===== src/rtl/wb_pkg.sv =====
// Shared types for the writeback unit: RV32I load types and the load-queue entry.
// Latency: n/a (types only).
// Backpressure: n/a (types only).
package wb_pkg;

  // Entry field widths; writeback_unit checks its parameters against these.
  localparam int WB_IDX_W  = 5;
  localparam int WB_DATA_W = 32;

  // RV32I load funct3 encodings; 011, 110 and 111 fall back to LW.
  typedef enum logic [2:0] {
    LB  = 3'b000,
    LH  = 3'b001,
    LW  = 3'b010,
    LBU = 3'b100,
    LHU = 3'b101
  } ld_type_e;

  // One pending register write: destination and already-extended value.
  typedef struct packed {
    logic [WB_IDX_W-1:0]  rd;
    logic [WB_DATA_W-1:0] data;
  } wb_entry_t;

endpackage


===== src/rtl/wb_fifo.sv =====
// Load-result queue: FIFO of writeback entries, wraps modulo DEPTH.
// Latency: an entry pushed at edge N is visible on head from cycle N+1.
// Backpressure: full/empty are exported; caller never pushes when full or pops when empty.
module wb_fifo
  import wb_pkg::*;
#(
  parameter int  DEPTH = 2,
  parameter type T     = wb_entry_t
) (
  input  logic clk,
  input  logic rst_n,
  input  logic push,
  input  T     push_dat,
  input  logic pop,
  output T     head,
  output logic empty,
  output logic full
);

  localparam int PW = (DEPTH > 1) ? $clog2(DEPTH) : 1;
  localparam int CW = PW + 1;
  localparam logic [PW:0] CNT_FULL = DEPTH[PW:0];

  if (DEPTH < 2 || (DEPTH & (DEPTH - 1)) != 0) begin : g_bad_depth
    $error("wb_fifo: DEPTH must be a power of two and at least 2");
  end

  T              mem [DEPTH];
  logic [PW-1:0] wr_ptr;
  logic [PW-1:0] rd_ptr;
  logic [PW:0]   count;

  assign head  = mem[rd_ptr];
  assign empty = (count == '0);
  assign full  = (count == CNT_FULL);

  // Pointer and occupancy bookkeeping; pointers wrap naturally at the power-of-two depth
  always_ff @(posedge clk or negedge rst_n) begin
    if (!rst_n) begin
      wr_ptr <= '0;
      rd_ptr <= '0;
      count  <= '0;
    end else begin
      if (push) wr_ptr <= wr_ptr + PW'(1);
      if (pop)  rd_ptr <= rd_ptr + PW'(1);
      case ({push, pop})
        2'b10:   count <= count + CW'(1);
        2'b01:   count <= count - CW'(1);
        default: count <= count;
      endcase
    end
  end

  // Storage needs no reset: occupancy alone decides what is valid
  always_ff @(posedge clk) begin
    if (push) mem[wr_ptr] <= push_dat;
  end

endmodule


===== src/rtl/writeback_unit.sv =====
// Writeback unit: merges ALU results and extended load results onto one register-file write port and keeps the busy scoreboard.
// Latency: ALU result on rf_wen one cycle after acceptance; load result at least two cycles (via the load queue).
// Backpressure: ld_ready and alu_ready both drop while the load queue is full; an accepted ALU result always wins the write slot.
module writeback_unit
  import wb_pkg::*;
#(
  parameter int DATA_WIDTH = 32,
  parameter int NUM_REG    = 32,
  parameter int IDX_WIDTH  = $clog2(NUM_REG),
  parameter int LQ_DEPTH   = 2
) (
  input  logic                  clk,
  input  logic                  rst_n,
  input  logic                  issue_valid,
  input  logic [IDX_WIDTH-1:0]  issue_rd,
  input  logic                  alu_valid,
  output logic                  alu_ready,
  input  logic [IDX_WIDTH-1:0]  alu_rd,
  input  logic [DATA_WIDTH-1:0] alu_data,
  input  logic                  ld_valid,
  output logic                  ld_ready,
  input  logic [IDX_WIDTH-1:0]  ld_rd,
  input  logic [2:0]            ld_funct3,
  input  logic [1:0]            ld_addr_lo,
  input  logic [31:0]           ld_word,
  output logic                  rf_wen,
  output logic [IDX_WIDTH-1:0]  rf_rd,
  output logic [DATA_WIDTH-1:0] rf_rdv,
  output logic [NUM_REG-1:0]    busy
);

  if (IDX_WIDTH != WB_IDX_W || DATA_WIDTH != WB_DATA_W) begin : g_bad_width
    $error("writeback_unit: IDX_WIDTH/DATA_WIDTH must match the wb_entry_t field widths");
  end

  logic              lq_full;
  logic              lq_empty;
  logic              lq_pop;
  logic              alu_fire;
  logic              ld_fire;
  logic              sel_vld;
  wb_entry_t         lq_in;
  wb_entry_t         lq_head;
  wb_entry_t         sel;
  logic [7:0]        ld_byte;
  logic [15:0]       ld_half;
  logic [31:0]       ld_ext;
  logic [NUM_REG-1:0] busy_set;
  logic [NUM_REG-1:0] busy_clr;

  // Both channels stall together on a full queue so a stalled ALU result lets the queue drain
  assign ld_ready  = ~lq_full;
  assign alu_ready = ~lq_full;
  assign alu_fire  = alu_valid & alu_ready;
  assign ld_fire   = ld_valid & ld_ready;

  // Pick the addressed halfword/byte and extend according to the load type
  always_comb begin
    ld_half = ld_addr_lo[1] ? ld_word[31:16] : ld_word[15:0];
    ld_byte = ld_addr_lo[0] ? ld_half[15:8] : ld_half[7:0];
    case (ld_type_e'(ld_funct3))
      LB:      ld_ext = {{24{ld_byte[7]}}, ld_byte};
      LBU:     ld_ext = {24'd0, ld_byte};
      LH:      ld_ext = {{16{ld_half[15]}}, ld_half};
      LHU:     ld_ext = {16'd0, ld_half};
      default: ld_ext = ld_word;
    endcase
    lq_in.rd   = ld_rd;
    lq_in.data = ld_ext;
  end

  wb_fifo #(
    .DEPTH (LQ_DEPTH),
    .T     (wb_entry_t)
  ) u_lq (
    .clk      (clk),
    .rst_n    (rst_n),
    .push     (ld_fire),
    .push_dat (lq_in),
    .pop      (lq_pop),
    .head     (lq_head),
    .empty    (lq_empty),
    .full     (lq_full)
  );

  // Arbitrate the single write slot: accepted ALU result first, else the oldest queued load
  always_comb begin
    sel.rd   = alu_rd;
    sel.data = alu_data;
    sel_vld  = alu_fire;
    lq_pop   = 1'b0;
    if (!alu_fire && !lq_empty) begin
      sel     = lq_head;
      sel_vld = 1'b1;
      lq_pop  = 1'b1;
    end
  end

  // Register the selected write; x0 writes use the slot but never raise rf_wen
  always_ff @(posedge clk or negedge rst_n) begin
    if (!rst_n) begin
      rf_wen <= 1'b0;
      rf_rd  <= '0;
      rf_rdv <= '0;
    end else begin
      rf_wen <= sel_vld && (sel.rd != '0);
      rf_rd  <= sel_vld ? sel.rd : '0;
      rf_rdv <= sel_vld ? sel.data : '0;
    end
  end

  // Scoreboard set/clear masks; x0 is never tracked
  always_comb begin
    busy_set = '0;
    busy_clr = '0;
    if (issue_valid) busy_set[issue_rd] = 1'b1;
    if (rf_wen)      busy_clr[rf_rd]    = 1'b1;
    busy_set[0] = 1'b0;
  end

  // Clear on commit, set on issue; a same-edge set wins
  always_ff @(posedge clk or negedge rst_n) begin
    if (!rst_n) begin
      busy <= '0;
    end else begin
      busy <= (busy & ~busy_clr) | busy_set;
    end
  end

  // Re-issue is legal only in the cycle the previous write to that register commits
  a_issue_busy: assert property (@(posedge clk) disable iff (!rst_n)
    (issue_valid && issue_rd != '0) |-> (!busy[issue_rd] || (rf_wen && rf_rd == issue_rd)))
    else $error("writeback_unit: issue to register %0d with a write outstanding", issue_rd);

  // Results must target a register with an outstanding write
  a_alu_idle: assert property (@(posedge clk) disable iff (!rst_n)
    (alu_fire && alu_rd != '0) |-> busy[alu_rd])
    else $error("writeback_unit: ALU result for idle register %0d", alu_rd);

  a_ld_idle: assert property (@(posedge clk) disable iff (!rst_n)
    (ld_fire && ld_rd != '0) |-> busy[ld_rd])
    else $error("writeback_unit: load result for idle register %0d", ld_rd);

endmodule


===== config.mk =====
export PLATFORM = sky130hd
export DESIGN_NAME = writeback_unit
export DESIGN_NICKNAME = d
export VERILOG_FILES = /design/src/rtl/wb_pkg.sv /design/src/rtl/wb_fifo.sv /design/src/rtl/writeback_unit.sv
export SDC_FILE = /design/constraint.sdc
export NUM_CORES = 1
export LEC_CHECK = 0
export CAP_MARGIN = 20
export CELL_PAD_IN_SITES_DETAIL_PLACEMENT = 1
export CELL_PAD_IN_SITES_GLOBAL_PLACEMENT = 1
export CORE_MARGIN = 8
export CORE_UTILIZATION = 35
export DETAILED_ROUTE_END_ITERATION = 8
export MAX_ROUTING_LAYER = met4
export PLACE_DENSITY = 0.77
export SKIP_CTS_REPAIR_TIMING = 1
export SLEW_MARGIN = 20
export SYNTH_ARGS = -nofsm -noshare
export SYNTH_HDL_FRONTEND = slang
export SYNTH_HIERARCHICAL = 1
export SYNTH_SLANG_ARGS = --single-unit

===== constraint.sdc =====
create_clock -name clk -period 2.7 [get_ports clk]
set_clock_uncertainty 0.05 [all_clocks]
set_input_delay 0.54 -clock clk [delete_from_list [all_inputs] [get_ports clk]]
set_output_delay 0.54 -clock clk [all_outputs]
set_load 0.005 [all_outputs]

# Word-level counts from Yosys, hierarchy flattened

Memory sizes are Yosys's and may differ from the RTL's.
Index checks and enable logic that the tools add are counted.

Add/sub/neg operators: 4
$mul: 0
Div/mod/pow operators: 0
Magnitude comparators: 4
Eq/ne operators: 6
Shifts and indexed selects: 0
Multiplexer cells: 17
Bitwise gates (word level): 6
Reduce and logical (&&, ||, !) cells: 10

Operators with widths:

| kind                                                                                 | count |
|---|---|
| 32-bit case mux with 4 select lines                                                  | 1 |
| 32-bit 2-to-1 mux                                                                    | 3 |
| 37-bit 2-to-1 mux                                                                    | 1 |
| 32-bit bitwise AND                                                                   | 1 |
| 32-bit inverter                                                                      | 1 |
| 32-bit bitwise OR                                                                    | 1 |
| 16-bit 2-to-1 mux                                                                    | 1 |
| 5-bit by 6-bit < comparator with 1-bit output (second input constant)                | 2 |
| 1-bit demux with 5-bit select                                                        | 2 |
| 5-bit by 1-bit greater-or-equal comparator with 1-bit output (second input constant) | 2 |
| 8-bit 2-to-1 mux                                                                     | 1 |
| 3-bit == test (second input constant)                                                | 2 |
| 1-bit 2-to-1 mux                                                                     | 6 |
| 5-bit 2-to-1 mux                                                                     | 1 |
| 5-bit nonzero test                                                                   | 1 |
| 2-bit == test (second input constant)                                                | 2 |
| 1-bit logical AND                                                                    | 4 |
| 2-bit case mux with 2 select lines                                                   | 1 |
| 3-bit by 1-bit == test with 1-bit output (second input constant)                     | 1 |
| 3-bit zero test                                                                      | 1 |
| 1-bit adder (second input constant)                                                  | 2 |
| 2-bit by 1-bit adder with 2-bit output (second input constant)                       | 1 |
| 1-bit bitwise AND                                                                    | 2 |
| 2-bit by 1-bit == test with 1-bit output (second input constant)                     | 1 |
| other kinds (5)                                                                      | 6 |

Bits in registers: 74
Latch bits: 0
Memory bits (writable): 74
Memory bits (read-only): 0
Bits of input ports: 89
Output and inout port bits: 72
Word-level logic and storage cells: 55
Memories: 1

Memory list:

| memory   | words | width | read ports | clocked after memory_dff | wr ports | line          | RTL |
|---|---|---|---|---|---|---|---|
| u_lq.mem | 2     | 37    | 1          | 0                        | 1        | wb_fifo.sv:28 | `T mem [DEPTH];` |

# Longest topological paths before layout

Gate-level depths: netlist of the first run.

Depth after elaboration: 8
Mapped depth: 9
Depth with buffers taken out: 7

# By module

The synthesis of the first run kept the hierarchy.

Modules (own cells, without submodules):

| module         | instances | cells an instance | area an instance (um^2) | seq. area each (um^2) |
|---|---|---|---|---|
| writeback_unit | 1         | 414               | 3639.7                  | 1751.7 |
| wb_fifo        | 1         | 131               | 2936.6                  | 2322.2 |

# Worst setup path after synthesis of the first run

Ideal clock, no wire load.

Kind: input-to-reg
Start point: in ld_valid
End point: mem u_lq/mem[0][0] (netlist bit), enable pin
Library setup time: 431 ps
Arrival time: 2377 ps
Data required time: 2219 ps
Setup slack: -158 ps
Stages: 3
Buffers on the path: 0
Cell sequence: nor2b_1 -> inv_1 -> nor2_1

Word-level cells in the longest chain between the ends: 3

RTL lines:

| item                                   | line                 | RTL |
|---|---|---|
| start, declared                        | writeback_unit.sv:20 | `input logic ld_valid,` |
| 1-bit bitwise AND                      | writeback_unit.sv:55 | `assign ld_fire = ld_valid & ld_ready;` |
| 1-bit 2-to-1 mux                       | wb_fifo.sv:56        | `if (push) mem[wr_ptr] <= push_dat;` |
| 1-bit 2-to-1 mux (not written as such) | wb_fifo.sv:56        |  |
| end, declared                          | wb_fifo.sv:28        |  |

Every way passes these cells.

# Worst setup path in the final report of the first run

Start point: reg u_lq.count[1]
End point: out alu_ready

Word-level cells in the longest chain between the ends: 2

RTL lines:

| item                   | line                 | RTL |
|---|---|---|
| start, declared        | wb_fifo.sv:31        | `logic [PW:0] count;` |
| start signal, assigned | wb_fifo.sv:47        | `2'b10: count <= count + CW'(1);` |
| start signal, assigned | wb_fifo.sv:48        | `2'b01: count <= count - CW'(1);` |
| start signal, assigned | wb_fifo.sv:49        | `default: count <= count;` |
| 2-bit == test          | wb_fifo.sv:35        | `assign full = (count == CNT_FULL);` |
| named net lq_full      | writeback_unit.sv:36 | `logic lq_full;` |
| 1-bit inverter         | writeback_unit.sv:53 | `assign alu_ready = ~lq_full;` |
| end, declared          | writeback_unit.sv:17 | `output logic alu_ready,` |

The timed path passes the listed nets, and every way through them passes these cells.

==> results.json, run 1 <==
{
  "status": "finished, final reports clean",
  "use_met3_pct": 4.03,
  "drv_slew": 0,
  "io_pins": 161,
  "cts_made_buffers": 17,
  "h-tree-depth": 4,
  "p_total_mw": 9.61,
  "drtPass1Iterations": 4,
  "comb_power_share_pct": 35.6,
  "grt_max_degree": 43,
  "p_leak_nw": 3.53,
  "use_met1_pct": 21.0,
  "synth_nets": 635,
  "tritoncts": "yes",
  "die-height_um": 153,
  "met2_usage_pct": 28.3,
  "power_density_mw_per_mm2": 1060,
  "p_seq_share_pct": 38.4,
  "hold_viol": 0,
  "sw_frac_of_total_pct": 30.9,
  "worstPathArrival_ns": 1.77,
  "cts.sinks": 148,
  "max_cap_viol_count": 0,
  "critPathKind": "reg2out",
  "gr-total-overflow": 0,
  "grt_pass1_vias": 5366,
  "crit_chain": "nor2b_1, inv_1, clkdlybuf4s50_1",
  "hold_class": "in2async",
  "grt_pass1_wl_mm": 31.1,
  "top_usage_layer": "met2",
  "grtUsageTotal_pct": 17.5,
  "finalSetupViolations": 0,
  "dp_hpwl_mm": 14.7,
  "ir_drop_uv": 488,
  "routed_wl_mm": 19.5,
  "initial_utilization_pct": 35.4,
  "core_mm2": 0.0186,
  "vias": 4872,
  "fillers": 1940,
  "num_rows": 50,
  "die_area_mm2": 0.0234,
  "syn_avg_cell_area_um2": 12.1,
  "ys_warn_count": 6,
  "required_ns": 2.11,
  "intPower_mw": 6.65,
  "synth_area_mm2": 0.00658,
  "antenna_found_initial": 0,
  "cts.clk_slew.worst_paths_ns": 0.06,
  "period_share_pct": 87.3,
  "clockBufferDepth": 2,
  "crit_family": "buffers and inverters",
  "r2r_start": "u_lq/count[1]",
  "diodes": 0,
  "rsz0062_at_grt": "false",
  "drc": 0,
  "die_w_um": 153,
  "slowest_delay_ns": 0.46,
  "finalSetupTns_ns": 0,
  "vias_per_cell": 5.09,
  "clock_latency_ns": 0.42,
  "drive_gt1_share_pct": 16.3,
  "ant_nets": 0,
  "root_buffer": "clkbuf_16",
  "cp-end-kind": "primary output",
  "finalCriticalPeriod_ns": 2.36,
  "yosysSeqAreaShare_pct": 61.9,
  "synthCells": 545,
  "yosysUniqueCellTypes": 42,
  "worst_pin_slew_ns": 0.753,
  "p_sw_mw": 2.97,
  "place_congestion": 0.914,
  "clockPowerShare_pct": 26.0,
  "fmaxAchievable_ghz": 0.424,
  "critPathLaunch": "u_lq/count[1]",
  "first_iter_violations": 293,
  "slowest_stage": "clkdlybuf4s50_1",
  "slew-limit-headroom_pct": 49.7,
  "worstPathMaxFanout": 3,
  "wire_per_inst_um": 20.3,
  "post-route-util_pct": 49.0,
  "syn2layout_area_growth_pct": 38.5,
  "ys_ff_latch": 148,
  "numPortBuffers": 160,
  "crit_path_start_kind": "register",
  "crit_buf_inv": 2,
  "design.final.nets": 801
}
-- metrics by stage --
| stage | std cells | cell area [um2] | hold WS (ns) | setup WS, ns |
|---|---|---|---|---|
| 2_1_floorplan | 545 | 6580 | 0.194 | 0.453 |
| 3_5_place_dp | 926 | 8480 | 0.438 | 0.272 |
| 6_report | 958 | 9110 | 0.0475 | 0.342 |
| 3_3_place_gp | 926 | 8480 | 0.428 | 0.287 |
| 5_1_grt | 958 | 9110 | 0.0708 | 0.244 |
| 4_1_cts | 958 | 9110 | 0.0519 | 0.300 |
-- state kept, by name, indices dropped and copies added (netlist names) --
| name | flops |
|---|---|
| busy | 32 |
| u_lq/rd_ptr | 1 |
| u_lq/mem | 74 |
| rf_rd | 5 |
| u_lq/wr_ptr | 1 |
| rf_wen | 1 |
| rf_rdv | 32 |
| u_lq/count | 2 |
-- power groups by stage --
| stage | Combinational, mW | Sequential (mW) | Clock (mW) |
|---|---|---|---|
| 2_1_floorplan | 1.63 | 3.64 | 0 |
| 4_1_cts | 3.50 | 3.70 | 2.55 |
| 5_1_grt | 3.76 | 3.78 | 2.63 |
| 6_report | 3.43 | 3.69 | 2.50 |
| 3_3_place_gp | 3.38 | 3.69 | 0 |
| 3_5_place_dp | 3.48 | 3.74 | 0 |
-- logic make-up after synthesis --
kind of cell    share of synthesized area (%)
fa+ha+maj                               0.190
flops                                    61.9
buf+inv                                  2.68
xor+xnor                                0.666
mux                                      9.19
simple gates                             14.0
compound gates                           11.3
-- area by class of cell --
class | count | area (um2) | area share, %
flip-flops and latches | 148 | 4080 | 44.7
multi-input cells | 365 | 2340 | 25.7
inverters | 4 | 15.0 | 0.165
clock buffers | 17 | 425 | 4.67
clock inverters | 15 | 209 | 2.29
well taps | 234 | 293 | 3.21
repair buffers | 175 | 1750 | 19.2
-- cells in the mapped netlist (all sizes together) --
| library cell | number | area, um2 |
|---|---|---|
| o21a | 1 | 7.51 |
| a21oi | 1 | 5.00 |
| xor2 | 3 | 26.3 |
| o31ai | 8 | 95.1 |
| nor4 | 2 | 12.5 |
| a21o | 1 | 7.51 |
| o21bai | 1 | 11.3 |
| inv | 4 | 15.0 |
| or4 | 2 | 15.0 |
| edfxtp | 74 | 2220 |
| dfrtp | 74 | 1850 |
| o21ai | 109 | 553 |
| or3 | 2 | 12.5 |
| buf | 16 | 116 |
| nor2b | 6 | 37.5 |
| mux2i | 3 | 33.8 |
| xnor2 | 2 | 17.5 |
| or3b | 5 | 43.8 |
| ha | 1 | 12.5 |
| nor2 | 19 | 78.8 |
| nand2 | 87 | 327 |
| mux2 | 44 | 571 |
| nand3 | 4 | 20.0 |
| a211oi | 1 | 12.5 |
| a22oi | 7 | 52.6 |
| nand2b | 37 | 231 |
| nand3b | 10 | 75.1 |
| and2 | 1 | 6.26 |
| nor3 | 8 | 61.3 |
| clkbuf | 12 | 45.0 |
-- cell usage in the layout, fill, tap and decap left out, types with 4 or more instances in the layout --
master and count:
nand2_1 87, nor3_1 5, o31ai_2 7, nor2_1 16, nand3b_1 10, mux2_2 24, or3b_2 4, a22oi_1 7
inv_6 6, clkdlybuf4s50_1 159, nand3_1 4, dfrtp_1 73, o21ai_0 101, buf_4 13, edfxtp_1 74, o21ai_1 6
mux2_4 20, nor2b_1 5, clkbuf_16 17, nand2b_1 37
-- worst paths after layout --
kind	end	slack, ns	cells past startpoint
worst max-delay path	alu_ready	0.34	3
worst min-delay path	busy[17]	0.05	1
worst max register to register	u_lq/mem[0][14]	0.75	5
worst min register to register	busy[0]	0.45	1
max in group asynchronous	rf_rdv[4]	1.95	2
min in group clk	busy[0]	0.45	1
-- per-layer routing --
layer / share of wire, % / vias up / routed length (um)
met5: 0 / - / 0
met4: 1.8 / 0 / 357
met3: 5.7 / 35 / 1110
met2: 49 / 174 / 9450
met1: 44 / 2395 / 8540
li1: - / 2268 / -
No activity file was read; power rests on OpenSTA's default activity.
==> run 2: changes to the inputs <==
Settings changed: SETUP_SLACK_MARGIN set to 0.5.
==> results.json, run 2 (same netlist as run 1, synthesis figures left out) <==
{
  "wire_per_inst_um": 19.7,
  "slowest_stage": "clkdlybuf4s50_1",
  "cts.clk_slew.worst_paths_ns": 0.06,
  "layout_commonest_cell": "clkdlybuf4s50_1",
  "die_w_um": 153,
  "root_buffer": "clkbuf_16",
  "power_density_mw_per_mm2": 1030,
  "p_seq_share_pct": 39.5,
  "first_iter_violations": 187,
  "fillers": 1964,
  "sw_frac_of_total_pct": 30.6,
  "worstPathArrival_ns": 1.54,
  "cp-end-kind": "primary output",
  "initial_utilization_pct": 35.4,
  "intPower_mw": 6.46,
  "max_cap_viol_count": 0,
  "vias_per_cell": 5.02,
  "finalSetupViolations": 0,
  "grt_pass1_vias": 5392,
  "clockBufferDepth": 2,
  "top_register": "u_lq/mem",
  "tritoncts": "yes",
  "dpl.cell_count": 926,
  "critPathKind": "reg2out",
  "rsz0062_at_grt": "false",
  "rr_worst_depth": 5,
  "crit_buf_inv": 1,
  "gr-total-overflow": 0,
  "hold_class": "in2async",
  "crit_chain": "clkdlybuf4s50_1",
  "numPortBuffers": 160,
  "ir_drop_uv": 514,
  "grtUsageTotal_pct": 16.6,
  "grt_pass1_wl_mm": 29.4,
  "worst_pin_slew_ns": 0.619,
  "die-height_um": 153,
  "slowest_delay_ns": 0.58,
  "antenna_found_initial": 0,
  "place_congestion": 0.915,
  "core_mm2": 0.0186,
  "instances_no_fill": 959,
  "die_area_mm2": 0.0234,
  "io_pins": 161,
  "cts.sinks": 148,
  "required_ns": 2.11,
  "routed_wl_mm": 18.9,
  "grt_max_degree": 43,
  "drv_slew": 0,
  "crit_path_start_kind": "register",
  "p_leak_nw": 3.51,
  "finalSetupTns_ns": 0,
  "drc": 0,
  "period_share_pct": 78.9,
  "multiInputGateArea_mm2": 0.00235,
  "seq_area_mm2": 0.00408,
  "finalCriticalPeriod_ns": 2.13,
  "design.final.nets": 802,
  "final_cell_mix": "clkdlybuf4s50_1 (158), o21ai_0 (101), nand2_1 (87)",
  "largest_registers": "u_lq/mem (74), busy (32), rf_rdv (32)",
  "clock_latency_ns": 0.41,
  "diodes": 0,
  "vias": 4817,
  "fmaxAchievable_ghz": 0.470,
  "p_total_mw": 9.31,
  "cts_made_buffers": 17,
  "drive_gt1_share_pct": 16.3,
  "worst-path-stages": 1,
  "ant_nets": 0,
  "crit_family": "buffers and inverters",
  "syn2layout_area_growth_pct": 37.6,
  "largest_reg_flops": 74,
  "dp_hpwl_mm": 14.4,
  "hold_viol": 0,
  "worstPathMaxFanout": 9,
  "comb_power_share_pct": 36.8,
  "h-tree-depth": 4,
  "p_sw_mw": 2.85,
  "clockPowerShare_pct": 23.7,
  "num_rows": 50,
  "drtPass1Iterations": 4,
  "slew-limit-headroom_pct": 58.7,
  "status": "finished, final reports clean"
}
-- run 2: per-stage QoR --
| step | setup slack [ns] | utilization (%) | hold WS (ns) | cell area, um2 |
|---|---|---|---|---|
| final | 0.571 | 48.7 | 0.0310 | 9050 |
| after floorplan | 0.571 | - | 0.194 | 6580 |
| after detailed placement | 0.126 | 45.6 | 0.450 | 8480 |
| after global placement | 0.206 | 45.6 | 0.425 | 8480 |
| after CTS | 0.294 | 48.6 | 0.0369 | 9030 |
| after global routing | 0.507 | 48.7 | 0.0561 | 9050 |
-- run 2: final timing paths --
path,start,end,slack (ns)
setup / recovery,rf_rd[3],rf_rd[3],0.57
hold / removal,rst_n,busy[3],0.03
setup reg to reg,u_lq/count[0],u_lq/count[1],0.78
hold reg to reg,busy[0],busy[0],0.46
max in group asynchronous,rst_n,rf_rd[3],1.90
min in group clk,busy[0],busy[0],0.46
-- run 2: layout make-up --
| type | count | share of cell area [%] |
|---|---|---|
| clock buffers | 20 | 4.94 |
| clock inverters | 12 | 1.18 |
| inverters | 4 | 0.166 |
| multi-input cells | 365 | 26.0 |
| flip-flops and latches | 148 | 45.0 |
| well taps | 234 | 3.23 |
| repair buffers | 176 | 19.4 |
-- run 2: power groups by stage --
stage	Sequential (mW)	Clock (mW)	Combinational, mW
after global routing	3.76	2.33	3.76
after global placement	3.68	0	3.37
after detailed placement	3.72	0	3.47
final	3.68	2.20	3.43
after floorplan	3.64	0	1.64
after CTS	3.67	2.24	3.50
-- run 2: routing by layer --
metal | vias to the layer above | GRT usage, % | routed length, um
met1 | 2359 | 19.2 | 8250
met5 | - | - | 0
met2 | 153 | 27.8 | 9330
met3 | 32 | 3.52 | 933
met4 | 0 | 6.60 | 348
li1 | 2273 | - | -
